### config.mk
export PLATFORM = sky130hd
export DESIGN_NAME = alu_mc
export DESIGN_NICKNAME = d
export VERILOG_FILES = /design/src/rtl/alu_pkg.sv /design/src/rtl/mips_inst_pkg.sv /design/src/rtl/alu_shift_iter.sv /design/src/rtl/alu_mc.sv
export SDC_FILE = /design/constraint.sdc
export NUM_CORES = 1
export LEC_CHECK = 0
export ABC_CLOCK_PERIOD_IN_PS = 5290
export BUFFER_PORTS_ARGS = -buffer_cell sky130_fd_sc_hd__buf_2
export CAP_MARGIN = 10
export CORE_MARGIN = 2
export CORE_UTILIZATION = 28
export CTS_BUF_LIST = sky130_fd_sc_hd__clkbuf_16
export DETAILED_ROUTE_END_ITERATION = 8
export GPL_TIMING_DRIVEN = 0
export HOLD_SLACK_MARGIN = 0.06
export PLACE_DENSITY = 0.45
export SKIP_CTS_REPAIR_TIMING = 1
export SLEW_MARGIN = 20
export SYNTH_ARGS = -nofsm -noshare
export SYNTH_HDL_FRONTEND = slang
export SYNTH_HIERARCHICAL = 1
export SYNTH_SLANG_ARGS = --single-unit
### constraint.sdc
create_clock -name clk -period 5.29 [get_ports clk]
set_input_delay 1.058 -clock clk [delete_from_list [all_inputs] [get_ports clk]]
set_output_delay 1.058 -clock clk [all_outputs]
set_load 0.05 [all_outputs]
### src/rtl/alu_pkg.sv
// Shared ALU decode classes, logic/shift sub-selects and FSM state encoding.
package alu_pkg;
  typedef enum logic [2:0] {
    OP_ADD, OP_SUB, OP_LOGI, OP_SLT, OP_SLTU, OP_LUI, OP_SHIFT, OP_ERR
  } op_cls_e;

  typedef enum logic [1:0] {LOGI_AND, LOGI_OR, LOGI_XOR, LOGI_NOR} logi_e;

  typedef enum logic [1:0] {SH_LL, SH_RL, SH_RA} sh_kind_e;

  typedef enum logic {ST_IDLE, ST_SHIFT} state_e;
endpackage

### src/rtl/mips_inst_pkg.sv
// MIPS instruction field encodings (opcode and R-type funct) used by the EX stage.
package mips_inst_pkg;
  localparam logic [5:0] INST_R     = 6'h00;
  localparam logic [5:0] INST_ADDI  = 6'h08;
  localparam logic [5:0] INST_ADDIU = 6'h09;
  localparam logic [5:0] INST_SLTI  = 6'h0A;
  localparam logic [5:0] INST_SLTIU = 6'h0B;
  localparam logic [5:0] INST_ANDI  = 6'h0C;
  localparam logic [5:0] INST_ORI   = 6'h0D;
  localparam logic [5:0] INST_XORI  = 6'h0E;
  localparam logic [5:0] INST_LUI   = 6'h0F;
  localparam logic [5:0] INST_LW    = 6'h23;
  localparam logic [5:0] INST_SW    = 6'h2B;

  localparam logic [5:0] FUNCT_SLL  = 6'h00;
  localparam logic [5:0] FUNCT_SRL  = 6'h02;
  localparam logic [5:0] FUNCT_SRA  = 6'h03;
  localparam logic [5:0] FUNCT_SLLV = 6'h04;
  localparam logic [5:0] FUNCT_SRLV = 6'h06;
  localparam logic [5:0] FUNCT_SRAV = 6'h07;
  localparam logic [5:0] FUNCT_ADD  = 6'h20;
  localparam logic [5:0] FUNCT_ADDU = 6'h21;
  localparam logic [5:0] FUNCT_SUB  = 6'h22;
  localparam logic [5:0] FUNCT_SUBU = 6'h23;
  localparam logic [5:0] FUNCT_AND  = 6'h24;
  localparam logic [5:0] FUNCT_OR   = 6'h25;
  localparam logic [5:0] FUNCT_XOR  = 6'h26;
  localparam logic [5:0] FUNCT_NOR  = 6'h27;
  localparam logic [5:0] FUNCT_SLT  = 6'h2A;
  localparam logic [5:0] FUNCT_SLTU = 6'h2B;
endpackage

### src/rtl/alu_shift_iter.sv
// Iterative shifter: up to SHIFT_STEP bits per edge, first step taken on the start edge.
module alu_shift_iter
  import alu_pkg::*;
#(
  parameter int XLEN       = 32,
  parameter int SHIFT_STEP = 4
) (
  input  logic                      clk,
  input  logic                      rst_n,
  input  logic                      kill,
  input  logic                      start,
  input  logic                      run,
  input  logic [1:0]                kind,
  input  logic [XLEN-1:0]           din,
  input  logic [$clog2(XLEN)-1:0]   amt,
  output logic                      done,
  output logic [XLEN-1:0]           result
);
  localparam int SW = $clog2(XLEN);
  localparam logic [SW:0] STEP = (SW+1)'(SHIFT_STEP);

  logic [XLEN-1:0] r_sh;
  logic [SW:0]     r_rem;
  logic [1:0]      r_kind;

  logic [XLEN-1:0] w_src;
  logic [SW:0]     w_left, w_step;
  logic [1:0]      w_kind;

  // On the start edge the operands come straight from the decode, afterwards from the registers.
  assign w_src  = start ? din : r_sh;
  assign w_kind = start ? kind : r_kind;
  assign w_left = start ? {1'b0, amt} : r_rem;
  assign w_step = (w_left > STEP) ? STEP : w_left;
  assign done   = (start || run) && (w_left <= STEP);

  always_comb begin
    case (w_kind)
      SH_RL:   result = w_src >> w_step;
      SH_RA:   result = XLEN'($signed(w_src) >>> w_step);
      default: result = w_src << w_step;
    endcase
  end

  always_ff @(posedge clk or negedge rst_n) begin
    if (!rst_n) begin
      r_sh   <= '0;
      r_rem  <= '0;
      r_kind <= '0;
    end else if (kill) begin
      r_rem  <= '0;
    end else if (start || run) begin
      r_sh   <= result;
      r_rem  <= w_left - w_step;
      r_kind <= w_kind;
    end
  end
endmodule

### src/rtl/alu_mc.sv
// Multi-cycle EX-stage integer ALU with valid/ready handshakes and an iterative shifter.
module alu_mc
  import alu_pkg::*;
  import mips_inst_pkg::*;
#(
  parameter int XLEN       = 32,
  parameter int SHIFT_STEP = 4
) (
  input  logic                    clk,
  input  logic                    rst_n,
  input  logic                    kill,
  input  logic                    in_valid,
  output logic                    in_ready,
  input  logic [5:0]              opcode,
  input  logic [5:0]              funct,
  input  logic [$clog2(XLEN)-1:0] shamt,
  input  logic [15:0]             imm,
  input  logic [XLEN-1:0]         rrs,
  input  logic [XLEN-1:0]         rrt,
  output logic                    out_valid,
  input  logic                    out_ready,
  output logic [XLEN-1:0]         rslt,
  output logic                    out_err
);
  localparam int SW = $clog2(XLEN);

  state_e          r_state;
  logic            r_out_valid;
  logic [XLEN-1:0] r_rslt;
  logic            r_err;

  op_cls_e         w_cls;
  logi_e           w_logi;
  sh_kind_e        w_shk;
  logic [XLEN-1:0] w_b, w_val, w_sext, w_zext, w_sh_res;
  logic [SW-1:0]   w_amt;
  logic            w_accept, w_sh_start, w_sh_run, w_sh_done;

  assign w_sext = {{(XLEN-16){imm[15]}}, imm};
  assign w_zext = {{(XLEN-16){1'b0}}, imm};

  assign in_ready   = rst_n && (r_state == ST_IDLE) && !kill && (!r_out_valid || out_ready);
  assign w_accept   = in_valid && in_ready;
  assign w_sh_start = w_accept && (w_cls == OP_SHIFT);
  assign w_sh_run   = (r_state == ST_SHIFT);

  always_comb begin
    w_cls  = OP_ERR;
    w_logi = LOGI_AND;
    w_shk  = SH_LL;
    w_b    = w_sext;
    w_amt  = shamt;
    case (opcode)
      INST_R: begin
        w_b = rrt;
        case (funct)
          FUNCT_ADD, FUNCT_ADDU: w_cls = OP_ADD;
          FUNCT_SUB, FUNCT_SUBU: w_cls = OP_SUB;
          FUNCT_AND:  begin w_cls = OP_LOGI;  w_logi = LOGI_AND; end
          FUNCT_OR:   begin w_cls = OP_LOGI;  w_logi = LOGI_OR;  end
          FUNCT_XOR:  begin w_cls = OP_LOGI;  w_logi = LOGI_XOR; end
          FUNCT_NOR:  begin w_cls = OP_LOGI;  w_logi = LOGI_NOR; end
          FUNCT_SLT:  w_cls = OP_SLT;
          FUNCT_SLTU: w_cls = OP_SLTU;
          FUNCT_SLL:  begin w_cls = OP_SHIFT; w_shk = SH_LL; end
          FUNCT_SRL:  begin w_cls = OP_SHIFT; w_shk = SH_RL; end
          FUNCT_SRA:  begin w_cls = OP_SHIFT; w_shk = SH_RA; end
          FUNCT_SLLV: begin w_cls = OP_SHIFT; w_shk = SH_LL; w_amt = rrs[SW-1:0]; end
          FUNCT_SRLV: begin w_cls = OP_SHIFT; w_shk = SH_RL; w_amt = rrs[SW-1:0]; end
          FUNCT_SRAV: begin w_cls = OP_SHIFT; w_shk = SH_RA; w_amt = rrs[SW-1:0]; end
          default: ;
        endcase
      end
      INST_ADDI, INST_ADDIU, INST_LW, INST_SW: w_cls = OP_ADD;
      INST_SLTI:  w_cls = OP_SLT;
      INST_SLTIU: w_cls = OP_SLTU;
      INST_ANDI:  begin w_cls = OP_LOGI; w_logi = LOGI_AND; w_b = w_zext; end
      INST_ORI:   begin w_cls = OP_LOGI; w_logi = LOGI_OR;  w_b = w_zext; end
      INST_XORI:  begin w_cls = OP_LOGI; w_logi = LOGI_XOR; w_b = w_zext; end
      INST_LUI:   w_cls = OP_LUI;
      default: ;
    endcase
  end

  always_comb begin
    w_val = '0;
    case (w_cls)
      OP_ADD:  w_val = rrs + w_b;
      OP_SUB:  w_val = rrs - w_b;
      OP_LOGI: begin
        case (w_logi)
          LOGI_AND: w_val = rrs & w_b;
          LOGI_OR:  w_val = rrs | w_b;
          LOGI_XOR: w_val = rrs ^ w_b;
          default:  w_val = ~(rrs | w_b);
        endcase
      end
      OP_SLT:   w_val = {{(XLEN-1){1'b0}}, $signed(rrs) < $signed(w_b)};
      OP_SLTU:  w_val = {{(XLEN-1){1'b0}}, rrs < w_b};
      OP_LUI:   w_val = w_sext << 16;
      OP_SHIFT: w_val = w_sh_res;
      default:  w_val = '0;
    endcase
  end

  alu_shift_iter #(.XLEN(XLEN), .SHIFT_STEP(SHIFT_STEP)) u_shift (
    .clk    (clk),
    .rst_n  (rst_n),
    .kill   (kill),
    .start  (w_sh_start),
    .run    (w_sh_run),
    .kind   (w_shk),
    .din    (rrt),
    .amt    (w_amt),
    .done   (w_sh_done),
    .result (w_sh_res)
  );

  // An accept always implies the held result (if any) is consumed on the same edge.
  always_ff @(posedge clk or negedge rst_n) begin
    if (!rst_n) begin
      r_state     <= ST_IDLE;
      r_out_valid <= 1'b0;
      r_rslt      <= '0;
      r_err       <= 1'b0;
    end else if (kill) begin
      r_state     <= ST_IDLE;
      r_out_valid <= 1'b0;
    end else if (w_sh_start && !w_sh_done) begin
      r_state     <= ST_SHIFT;
      r_out_valid <= 1'b0;
    end else if (w_accept) begin
      r_rslt      <= w_val;
      r_err       <= (w_cls == OP_ERR);
      r_out_valid <= 1'b1;
    end else if (w_sh_run && w_sh_done) begin
      r_state     <= ST_IDLE;
      r_rslt      <= w_sh_res;
      r_err       <= 1'b0;
      r_out_valid <= 1'b1;
    end else if (r_out_valid && out_ready) begin
      r_out_valid <= 1'b0;
    end
  end

  assign out_valid = r_out_valid;
  assign rslt      = r_rslt;
  assign out_err   = r_err;
endmodule
* Yosys cells after proc, flatten, opt, wreduce, memory -nomap -nowiden
Index checks and enable logic that the tools add are counted.
** Cells by class
- Multiplexer cells :: 30
- Shift-type cells :: 3
- $lt $le $gt $ge :: 4
- Reduce and logical (&&, ||, !) cells :: 34
- $add $sub $neg :: 3
- Equal/unequal tests :: 37
- Bitwise operators :: 7
** Operators by type and width (number)
- one-hot mux 32 bit (7 select lines) :: 1
- one-hot mux 32 bit (2 select lines) :: 2
- two-way mux 32 bit :: 3
- one-hot mux 32 bit (3 select lines) :: 1
- equality test 6 bit, second input constant :: 12
- less-than comparator 32 bit :: 2
- equality test 6 x 4 -> 1 bit, second input constant :: 8
- one-hot mux 3 bit (6 select lines) :: 2
- adder 32 bit :: 1
- AND 32 bit :: 1
- inverter 32 bit :: 1
- OR 32 bit :: 1
- left shift 32 x 6 -> 32 bit :: 1
- >> shifter 32 x 6 -> 32 bit :: 1
- >>> shifter 32 x 6 -> 32 bit :: 1
- subtractor 32 bit :: 1
- XOR 32 bit :: 1
- two-way mux 6 bit :: 4
- equality test 6 x 3 -> 1 bit, second input constant :: 3
- equality test 3 bit, second input constant :: 4
- equality test 6 x 2 -> 1 bit, second input constant :: 2
- logical NOT 6 bit :: 2
- one-hot mux 2 bit (3 select lines) :: 2
- two-way mux 1 bit :: 10
- 26 further kinds :: 51
** Storage, ports and cells
- Bits of input ports :: 102
- Register bits after elaboration :: 75
- Logic and storage cells :: 125

* Depth between registers and ports, before layout
- Depth in word-level cells :: 14
- Depth in mapped cells :: 30
- Mapped depth without buffers :: 17

* Cells and area by module
Netlist, hierarchy kept.
** Modules (own cells, without submodules)
- alu_mc :: seq. area each 875.8 um^2, cells an instance 1208, area an instance 8380.5 um^2, instances 1
- alu_shift_iter :: seq. area each 1001.0 um^2, cells an instance 604, area an instance 4928.5 um^2, instances 1

* Worst setup path before layout
OpenSTA, ideal clock, no wires.
- Path kind :: input-to-reg
- Start :: input port opcode[0]
- End :: register r_rslt[29] (netlist: rslt[29])
- Setup slack :: -1524 ps
- Stages on the path :: 27
- Required time :: 5153 ps
- Data arrival time :: 6677 ps
- Buffers on the path :: 13
- Cells stage by stage :: buf_2 nor4_2 nand2_1 clkbuf_1 nor3_1 clkbuf_8 clkbuf_1 and2_1 buf_6 buf_4 buf_2 buf_4 buf_2 buf_2 mux2i_1 inv_1 ha_1 clkbuf_1 clkbuf_1 clkbuf_1 o311ai_0 a31oi_1 a311oi_1 a222oi_1 a21boi_0 and3_1 o311ai_1
** Between the ends
- Elaborated cells between the ends (all ways) :: 59
- Classes of those cells :: 2 x add/sub; 2 x order compare; 20 x eq/ne; 3 x shift; 14 x mux; 5 x bitwise; 13 x reduce/logical
** RTL lines
- start: declaration :: line alu_mc.sv:14 : input logic [5:0] opcode,
- equality test 6 x 4 -> 1 bit / equality test 6 bit (equally long branches) :: line alu_mc.sv:53 : case (opcode)
- OR reduction 4 bit / OR reduction 3 bit (equally long branches)
- one-hot mux 3 bit (6 select lines) * :: line alu_mc.sv:53
- equality test 3 bit * :: line alu_mc.sv:44 : assign w_sh_start = w_accept && (w_cls == OP_SHIFT);
- logical AND 1 bit * :: line alu_mc.sv:44
- via w_sh_start :: line alu_mc.sv:37 : logic w_accept, w_sh_start, w_sh_run, w_sh_done;
- two-way mux 2 bit * :: line alu_shift_iter.sv:32 : assign w_kind = start ? kind : r_kind;
- via u_shift.w_kind[1] :: line alu_shift_iter.sv:28 : logic [1:0] w_kind;
- equality test 2 bit / equality test 2 x 1 -> 1 bit (equally long branches) :: line alu_shift_iter.sv:38 : case (w_kind)
- one-hot mux 32 bit (2 select lines) * :: line alu_shift_iter.sv:38
- via w_sh_res[29] :: line alu_mc.sv:35 : logic [XLEN-1:0] w_b, w_val, w_sext, w_zext, w_sh_res;
- one-hot mux 32 bit (7 select lines) / two-way mux 32 bit (equally long branches) :: line alu_mc.sv:87, alu_mc.sv:136
- two-way mux 32 bit * :: line alu_mc.sv:132 : end else if (w_accept) begin
- end signal: assignment :: line alu_mc.sv:133 : r_rslt <= w_val;
- end signal: assignment :: line alu_mc.sv:138 : r_rslt <= w_sh_res;
- end: declaration :: line alu_mc.sv:29 : logic [XLEN-1:0] r_rslt;
Mark *: on every way through the listed nets, which the timed path passes. The rest lies on a longest branch. The select of a mux whose other input is x is not followed.
A chain may end at the register's enable or synchronous reset.

* Worst setup path after layout
- Start :: input port opcode[0]
- End :: register r_rslt[21] (netlist: rslt[21])
Same word-level chain as after synthesis.

==> summary by stage <==
Outcome
The run finished, with violations left. The final reports fail on DRC, setup timing.

Timing
The worst clock skew is 0.02108 ns. The number of max-slew violations in the final report came to 0. The maximum clock frequency is approximately 180 MHz. The total negative setup slack is -1.449 ns. The final count of hold timing violations came to 0. In this run the tightest slew margin relative to its limit is 0.3255.

The time the final worst path needs with I/O delays and setup is between 5 and 6 ns. Setup repair after global routing could not meet its margin everywhere. The number of failing setup endpoints in the final timing report is 12. The post-route clock period utilization is 1.055. The slew at the pin closest to its max-slew limit is between 1 and 1.5 ns. Setup slack on the critical path of the routed design comes to -0.2913 ns.

Critical path
Along the worst path, the maximum fanout reaches 8. The origin of the critical flop-to-flop path is r_state. The depth of the worst register-to-register path is 21. The critical path endpoint category is a flop.

The critical path in this run is classified as in2reg. The first element of the critical path is opcode[0]. The critical path data arrival time is a little under 6 ns. The reg-to-reg setup timing slack is 0.47 ns.

The cell repeated most along the worst path is sky130_fd_sc_hd__buf_12. The critical path startpoint category is an input port. Data on the critical path is required at its endpoint by 5.52 ns. The highest cell delay on the worst timing path is roughly 0.56 ns. The endpoint identified for the worst register-to-register timing path is rslt[21].

The family with the most delay on the worst path is buffers and inverters. The slowest stage of the critical path is the sky130_fd_sc_hd__or4_4 cell. The number of buffer and inverter instances along the worst setup path is 13.

Placed design
At the end of routability-driven placement, the weighted congestion stood at approximately 0.96. Once detailed placement completed, the half-perimeter wirelength came to around 60000 µm. Before CTS, the worst setup slack after placement is -2.270 ns. The standard cell area after detailed placement is between 0.015 and 0.02 mm².

The number of port buffers is 135.

Yosys
The share of the Yosys chip area taken by registers is 0.1410. During synthesis, Yosys emitted a total of 6 warnings. The cell accounting for the most synthesized area is sky130_fd_sc_hd__dfrtp_1.

For this run, asynchronously set or reset flops after synthesis account for 1.000. The number of flops mapped to enable cells by yosys is 0. Ranked by total cell area, the synthesized netlist is headed by sky130_fd_sc_hd__dfrtp_1 (14%), sky130_fd_sc_hd__ha_1 (11%), sky130_fd_sc_hd__nand2_1 (5.8%), sky130_fd_sc_hd__mux2_2 (4.9%), sky130_fd_sc_hd__a21oi_1 (4.8%). Synthesis produced 1812 cells.

The number of nets in the synthesized netlist is just over 2000. Of the post-synthesis cell area, the dominant cell type holds 0.1410. The main flop type after synthesis is sky130_fd_sc_hd__dfrtp_1. The post-synthesis area per instance is approximately 7.3 µm².

The total of flip-flops plus latches after synthesis is 75. After synthesis, the netlist uses roughly 110 different library cells. The mapped netlist covers approximately 0.013 mm².

Global route
The most congested layer reported by global routing is met2. In the global route stage, met1 resource usage came out at 0.3946. The number of antenna violations at the first check in global routing is 1.

The total overflow left after global routing is 0. The met2 demand-to-capacity share in global routing is 0.4724. The via count of the first global-routing pass is between 10000 and 15000. The first global-routing pass estimated about 110000 µm of wire. For this run, the total global-route usage over all layers was measured as 0.2946. Entering global routing, the biggest net connects 69 pins. For this run, global-route usage on met3 was measured as 0.03154.

Die
The die covers between 0.04 and 0.05 mm². The number of top-level design ports is 137. In this run the core area contains 79 standard-cell rows.

The horizontal die dimension is 222.0 µm. The standard cell core area is 0.04675 mm². The initial core utilization is 0.2847. The die extent in y is between 200 and 250 µm.

Clocking
The clock net in this run drives a total of between 70 and 80 sinks. Clock-pin slew was measured on the worst setup and hold paths at 0.08 ns. The number of H-tree levels is 3. The later pin in the worst-skew pair is clocked with a latency of 0.38 ns. The TritonCTS clock tree is built. CTS placed an instance of sky130_fd_sc_hd__clkbuf_16 at the clock tree root.

TritonCTS created 9 clock buffers. The largest buffer count on any clock path is 2.

Drt
Across all layers, the routed design uses around 16000 vias. For this run, design rule violations remaining after detail routing come to 2. The count of TritonRoute iterations in the first routing pass is 8. For this block, the initial DRC count from the detailed router was 1933. Summed over all layers, the routed wires come to roughly 76000 µm. The remaining number of nets flagged by the antenna check after routing is 0. Dividing the detail-routed via count by the number of cells gives between 6 and 7. In the final routed layout, each cell accounts on average for roughly 29 µm.

Final layout
The multi-input combinational cells in the finished layout cover a total of 0.01112 mm². Summing all flip-flop and latch instances after layout gives about 0.0019 mm². The finished cells cover 0.01686 mm².

The area growth from synthesis to layout is 26.66%. The layout net count is about 2300. Of the cells placed in the final design, the portion with a size suffix greater than 1 is 0.2721. The filler cell count in the final layout is between 4000 and 5000.

Pwr
Dividing total power by cell area gives a power density of about 150 mW/mm². The overall power of the completed layout is between 2 and 2.5 mW. Across the VDD grid, the largest voltage drop is ~140 µV. The static leakage power is around 7.4 nW.

Run
Max-cap violations in this run came to 0.

Hold path
The type of the worst min-delay path is in2async.
## worst max path at each step
| stage | to | slack, ns | cells past startpoint |
|---|---|---|---|
| after floorplan | rslt[29] | -0.28 | 27 |
| after global placement | rslt[22] | -3.29 | 22 |
| after detailed placement | rslt[29] | -2.27 | 26 |
| after CTS | rslt[27] | -1.89 | 26 |
| after global routing | rslt[21] | -0.39 | 27 |
| final | rslt[21] | -0.29 | 27 |
## metrics by stage
stage | utilization | hold WS, ns | std cells
after floorplan | - | 0.4478 | 1812
after global placement | 0.3206 | 0.4670 | 2554
after detailed placement | 0.3214 | 0.4790 | 2555
after CTS | 0.3282 | 0.4903 | 2571
after global routing | 0.3605 | 0.4981 | 2647
final | 0.3606 | 0.4886 | 2649
## cell usage after synthesis (all sizes together), types with 37 or more instances
cell type,number
o21ai,93
clkbuf,78
a21oi,129
dfrtp,75
ha,113
nand2,208
a21o,38
inv,106
nand3,48
buf,54
nor3,47
a211oi,43
nor2,172
mux2i,63
xnor2,37
mux2,60
## area by class of cell
| cell class | instances | area share |
|---|---|---|
| flip-flops and latches | 75 | 0.1113 |
| well taps | 607 | 0.04505 |
| inverters | 106 | 0.02383 |
| multi-input cells | 1496 | 0.6595 |
| plain buffers | 125 | 0.05737 |
| repair buffers | 222 | 0.08372 |
| diodes | 2 | 0.0002969 |
| clock buffers | 9 | 0.01336 |
| clock inverters | 7 | 0.005492 |
## metal layers
layer | routed length, µm | vias up
met1 | 31920 | 7758
met5 | 9 | -
li1 | - | 7108
met4 | 4287 | 2
met2 | 33910 | 954
met3 | 5868 | 217
## placed cells by master (no fill, tap or decap), drive strengths merged, types with 12 or more instances in the layout
cell and n:
ha 113, a31oi 34, dfrtp 75, inv 105, mux2 60, o21a 13
o211ai 34, xnor2 37, o311ai 15, o21bai 16, a21oi 129, clkbuf 75
o22ai 28, nor3 47, o21ai 93, or3 17, nor2b 14, a22oi 15
mux2i 63, nand3 48, nand2 208, buf 279, nor4 14, nor2 172
or4 12, a221oi 14, a21o 38, nand2b 22, a211oi 43
## power by group
| part | switching (mW) | total [mW] | internal [mW] | leakage [nW] |
|---|---|---|---|---|
| Clock | 0.294 | 0.707 | 0.412 | 0.149 |
| Combinational | 0.766 | 1.12 | 0.354 | 6.28 |
| Sequential | 0.0448 | 0.656 | 0.612 | 1.00 |
| Total | 1.10 | 2.48 | 1.38 | 7.43 |
## state kept, by name, summed over array words and instances, names as in the netlist
name / flops
rslt: 32
u_shift/r_sh: 32
u_shift/r_rem: 6
u_shift/r_kind: 2
out_err: 1
out_valid: 1
r_state: 1
## cell families after synthesis
family | synth area share
xor+xnor | 0.03093
fa+ha+maj | 0.1092
flops | 0.1410
compound gates | 0.3118
mux | 0.1036
buf+inv | 0.08602
other cells | 0.0005643
simple gates | 0.2168
No activity file was read; power rests on OpenSTA's default activity.
